File: src/rtl/ccff_chain_loader.sv
// Configuration-chain loader: serialises bitstream words LSB-first onto ccff_head,
// gates chain shifting with shift_en and packs the displaced ccff_tail bits into
// readback words.
module ccff_chain_loader #(
  parameter int unsigned DATA_W    = 8,
  parameter int unsigned CHAIN_LEN = 74,
  localparam int unsigned CNT_W    = $clog2(CHAIN_LEN + 1)
) (
  input  logic              prog_clk,
  input  logic              pReset,
  input  logic              start,
  input  logic              abort,
  input  logic [DATA_W-1:0] cfg_data,
  input  logic              cfg_valid,
  output logic              cfg_ready,
  output logic              ccff_head,
  input  logic              ccff_tail,
  output logic              shift_en,
  output logic [DATA_W-1:0] rb_data,
  output logic              rb_valid,
  output logic              busy,
  output logic              done
);

  // Word shifter fill count must reach DATA_W; readback index only reaches DATA_W-1.
  localparam int unsigned WCNT_W = $clog2(DATA_W + 1);
  localparam int unsigned RBI_W  = (DATA_W > 1) ? $clog2(DATA_W) : 1;

  typedef enum logic [1:0] {
    StIdle,
    StLoad,
    StDone
  } state_t;

  state_t              state_q, state_d;
  logic [DATA_W-1:0]   wsh_q, wsh_d;
  logic [WCNT_W-1:0]   wcnt_q, wcnt_d;
  logic [CNT_W-1:0]    req_left_q, req_left_d;
  logic [CNT_W-1:0]    shift_left_q, shift_left_d;
  logic [DATA_W-1:0]   rb_sh_q, rb_sh_d;
  logic [RBI_W-1:0]    rb_idx_q, rb_idx_d;
  logic [DATA_W-1:0]   rb_data_q, rb_data_d;
  logic                rb_valid_q, rb_valid_d;

  logic                shifting;
  logic                handshake;
  logic                last_shift;
  logic [WCNT_W-1:0]   take;
  logic [DATA_W-1:0]   rb_word;

  // A shift happens whenever the word shifter still holds a bit.
  assign shifting   = (state_q == StLoad) && (wcnt_q != '0);
  // Ready when empty or about to empty, so a held cfg_valid streams without bubbles.
  assign cfg_ready  = (state_q == StLoad) && (req_left_q != '0) && (wcnt_q <= WCNT_W'(1));
  assign handshake  = cfg_ready && cfg_valid;
  assign last_shift = shifting && (shift_left_q == CNT_W'(1));
  // Partial last word: only the bits still needed by the chain are kept.
  assign take       = (32'(req_left_q) >= DATA_W) ? WCNT_W'(DATA_W) : WCNT_W'(req_left_q);

  assign shift_en  = shifting;
  assign ccff_head = shifting & wsh_q[0];
  assign busy      = (state_q == StLoad);
  assign done      = (state_q == StDone);
  assign rb_data   = rb_data_q;
  assign rb_valid  = rb_valid_q;

  // Readback word with the tail bit sampled this cycle merged in at its slot.
  always_comb begin
    rb_word           = rb_sh_q;
    rb_word[rb_idx_q] = ccff_tail;
  end

  // Next-state logic for the FSM, counters, word shifter and readback packer.
  always_comb begin
    state_d      = state_q;
    wsh_d        = wsh_q;
    wcnt_d       = wcnt_q;
    req_left_d   = req_left_q;
    shift_left_d = shift_left_q;
    rb_sh_d      = rb_sh_q;
    rb_idx_d     = rb_idx_q;
    rb_data_d    = rb_data_q;
    rb_valid_d   = 1'b0;

    if (abort) begin
      // Chain is left as-is; any partially packed readback word is dropped.
      state_d      = StIdle;
      wsh_d        = '0;
      wcnt_d       = '0;
      req_left_d   = '0;
      shift_left_d = '0;
      rb_sh_d      = '0;
      rb_idx_d     = '0;
    end else begin
      case (state_q)
        StIdle, StDone: begin
          if (start) begin
            state_d      = StLoad;
            wsh_d        = '0;
            wcnt_d       = '0;
            req_left_d   = CNT_W'(CHAIN_LEN);
            shift_left_d = CNT_W'(CHAIN_LEN);
            rb_sh_d      = '0;
            rb_idx_d     = '0;
          end
        end
        StLoad: begin
          if (shifting) begin
            wsh_d        = wsh_q >> 1;
            wcnt_d       = wcnt_q - WCNT_W'(1);
            shift_left_d = shift_left_q - CNT_W'(1);
            if (last_shift || (rb_idx_q == RBI_W'(DATA_W - 1))) begin
              // Full word, or final partial word with zero upper bits.
              rb_data_d  = rb_word;
              rb_valid_d = 1'b1;
              rb_sh_d    = '0;
              rb_idx_d   = '0;
            end else begin
              rb_sh_d  = rb_word;
              rb_idx_d = rb_idx_q + RBI_W'(1);
            end
            if (last_shift) begin
              state_d = StDone;
            end
          end
          // A word accepted on the shifter's last bit replaces it for the next cycle.
          if (handshake) begin
            wsh_d      = cfg_data;
            wcnt_d     = take;
            req_left_d = req_left_q - CNT_W'(take);
          end
        end
        default: state_d = StIdle;
      endcase
    end
  end

  // State register with synchronous active-low reset.
  always_ff @(posedge prog_clk) begin
    if (!pReset) begin
      state_q      <= StIdle;
      wsh_q        <= '0;
      wcnt_q       <= '0;
      req_left_q   <= '0;
      shift_left_q <= '0;
      rb_sh_q      <= '0;
      rb_idx_q     <= '0;
      rb_data_q    <= '0;
      rb_valid_q   <= 1'b0;
    end else begin
      state_q      <= state_d;
      wsh_q        <= wsh_d;
      wcnt_q       <= wcnt_d;
      req_left_q   <= req_left_d;
      shift_left_q <= shift_left_d;
      rb_sh_q      <= rb_sh_d;
      rb_idx_q     <= rb_idx_d;
      rb_data_q    <= rb_data_d;
      rb_valid_q   <= rb_valid_d;
    end
  end

endmodule

File: config.mk
export PLATFORM = sky130hd
export DESIGN_NAME = ccff_chain_loader
export DESIGN_NICKNAME = d
export VERILOG_FILES = /design/src/rtl/ccff_chain_loader.sv
export SDC_FILE = /design/constraint.sdc
export NUM_CORES = 1
export LEC_CHECK = 0
export ABC_AREA = 1
export CORE_ASPECT_RATIO = 0.5
export CORE_MARGIN = 4
export CORE_UTILIZATION = 55
export DETAILED_ROUTE_END_ITERATION = 10
export HOLD_SLACK_MARGIN = 0.02
export PLACE_DENSITY = 0.81
export REMOVE_ABC_BUFFERS = 1
export SLEW_MARGIN = 20
export SYNTH_ARGS = -nofsm -noshare
export SYNTH_HDL_FRONTEND = slang
export SYNTH_SLANG_ARGS = --single-unit
File: constraint.sdc
create_clock -name prog_clk -period 3.57 [get_ports prog_clk]
set_clock_uncertainty 0.2 [all_clocks]
set_input_delay 1.071 -clock prog_clk [delete_from_list [all_inputs] [get_ports prog_clk]]
set_output_delay 1.071 -clock prog_clk [all_outputs]
set_load 0.05 [all_outputs]
==> results.tsv <==
metric	value	unit
leakagePower	0.001084	uW
rsz0062_at_grt	no	
ant_nets	0	
root_buffer	clkbuf_8	
synth_compound_area_frac	0.1621	
die_h	54.56	um
place.gp.congestion	0.8306	
syn_area_per_cell	6.912	um^2
final_nets	398	
antennaDiodeCount	0	
firstDrtPassIters	4	
wire_per_inst	12.18	um
grt_usage	0.2094	
async_flop_share	0	
grt_pass1_wl	9121	um
drt_iter0_drc	88	
clk_pin_slew	80	ps
cap_violations	0	
synthCells	345	
synthAdderAreaFrac	0.04722	
io_pins	28	
htreeDepth	2	
fin_crit_sh	0.9501	
slew_viol_final	0	
power_density	364.3	nW/um^2
cp_max_fo	4	
crit_slowest_cell	clkdlybuf4s50_1	
hold_end	wsh_q[7]	
crit_path_end_kind	output port	
ys_dominant_reg_cell	dfxtp_1	
grt_pass1_vias	2199	
path_buf_inv	3	
grt_antenna_before_repair	0	
die_area	5517	um^2
hold_viol	0	
critical_path_required	2300	ps
clock_path_buffers	2	
tightest_slew	653.5	ps
grt_max_degree	29	
crit_path_start_kind	flop	
r2r-start	wcnt_q[0]	
wl	5238	um
ys_warn_count	0	
gr-total-overflow	0	
cts_tree	built	
ff2ff_path_depth	8	
min_period	3392	ps
filler_cell_count	350	
max_freq	0.2948	GHz
cts_buffers	5	
hpwl	3740	um
synth_top_family_by_area	simple AND/OR/NAND/NOR gates	
cts-hold-fix-buffers	0	
clock_sinks	48	
synth_xor_area_frac	0.01102	
via_count	2254	
cts_resized	0	
syn2layout_area_growth	16.89	%
dpl_cell_area	2698	um^2
cpPeakStageDelay	790	ps
arrival	2120	ps
clk_latency	300	ps
stdcell_area	2788	um^2
synthSimpleGateAreaFrac	0.2938	
ir_drop	0.0001989	V
fin_tns_setup	0	ps
finish.utilization	0.6894	
vias_per_cell	5.242	
setup_viol	0	
r2r_slack	1400	ps
yosys_register_bits	48	
drc_errors	0	
path_class	flop to output port	
worstHoldStart	wsh_q[7]	
synth-seq-area-share	0.4029	
synth_edf_count	0	
syn_area	2385	um^2
ys_types	30	
synth.area.mux_share	0	
rr_endpoint	rb_data[0]	
multi_input_area	1234	um^2
crit_top_cell	inv_1	
cts_setup_buffers	0	
die_x	101.1	um
initial_utilization	0.5897	
status	completed	
critPathTopFamily	buffers and inverters	
core	4044	um^2
hp-class	flop to flop	
seq_area	960.9	um^2
rows	16	
port_buffers	27	
max_slew_margin	0.5627	
drive_gt1_frac	0.05851	
crit_chain	inv_1 > ha_1 > nor2_1 > nor2_2 > nand2_1 > inv_1 > clkdlybuf4s50_1	
holdPathStages	2	
[Yosys cell counts (3+ instances only)]
cell type	number	share of area
o21ai_0	13	0.027
nand2_2	3	0.0079
ha_1	9	0.047
nand3_1	20	0.042
dfxtp_1	48	0.40
nor2_1	21	0.033
nor3_1	6	0.013
o21ai_1	3	0.0063
nand4_1	3	0.0079
inv_1	33	0.052
inv_2	3	0.0047
a31oi_1	7	0.018
a21oi_1	38	0.080
xor2_1	3	0.011
nand2_1	112	0.18
[worst max-delay path by stage]
stage | slack [ps] | to | depth (start not counted) | startpoint
after global placement | 570 | cfg_ready | 7 | wcnt_q[0]
after global routing | 40 | cfg_ready | 7 | wcnt_q[0]
final | 180 | cfg_ready | 7 | wcnt_q[0]
after CTS | 170 | cfg_ready | 7 | wcnt_q[0]
after floorplan | 720 | ccff_head | 4 | state_q[0]
after detailed placement | 500 | cfg_ready | 7 | wcnt_q[0]
[final cells by class]
cell class                 instances  area share
clock buffer                       8     0.03232
timing repair buffer              30      0.1050
inverter                          38     0.05117
multi-input combinational        252      0.4425
sequential                        48      0.3447
tap                               54     0.02424
[through the flow]
stage	power, uW	setup slack (ps)	std cells	hold WS, ps
floorplan	650.1	724.0	338	241.0
global placement	690.4	566.8	422	250.3
detailed placement	694.3	504.2	422	255.3
CTS	1020	171.0	430	270.9
global route	1064	38.84	430	291.8
finish	1015	178.0	430	268.1
[placed cells by master (no fill, tap or decap), drive strengths merged]
master	netlist	final
nand2	115	115
dfxtp	48	48
a21oi	41	41
inv	36	36
clkdlybuf4s50	0	27
nor2	24	24
nand3	21	21
o21ai	16	16
ha	9	9
clkbuf	2	8
a31oi	7	7
nor3	6	6
nand4	3	3
xor2	3	3
buf	5	3
clkinv	2	2
a22oi	2	2
conb	2	2
a211oi	1	1
o211ai	1	1
a221oi	1	1
[metal layers]
metal  part of all wire  routed length (um)  GRT usage
met5                  0                   0          0
met4              0.013                  68    0.07947
met3              0.038                 201    0.05725
met2               0.47                2478     0.3788
met1               0.48                2489     0.2431
[power breakdown]
part / switching (uW) / leakage (uW) / internal [uW]
Combinational: 85.5 / 0.000650 / 46.0
Sequential: 7.32 / 0.000388 / 544
Clock: 174 / 0.0000455 / 158
Total: 267 / 0.00108 / 748
[worst register-to-register path: cells and delay by family, from the launching register on]
kind                     cells  cell delay, ps
buffers and inverters        1             100
AND/OR/NAND/NOR              5            1080
adder cells (fa/ha/maj)      1             220
AO/OA/AOI/OAI                1              70
flip-flops                   1             390
[sequential cells by signal (all words and copies together), names as in the netlist]
signal        count
req_left_q        7
rb_data           8
rb_idx_q          3
rb_valid          1
state_q           2
wcnt_q            4
rb_sh_q           8
shift_left_q      7
wsh_q             8
[cell families after synthesis]
| group | Yosys count |
|---|---|
| AOI/OAI and AO/OA | 69 |
| xor gates and xnor gates | 3 |
| adders and majority gates | 9 |
| buffers and inverters | 45 |
| DFF | 48 |
| other | 2 |
| and+or+nand+nor | 169 |
No activity file was read; power rests on OpenSTA's default activity.
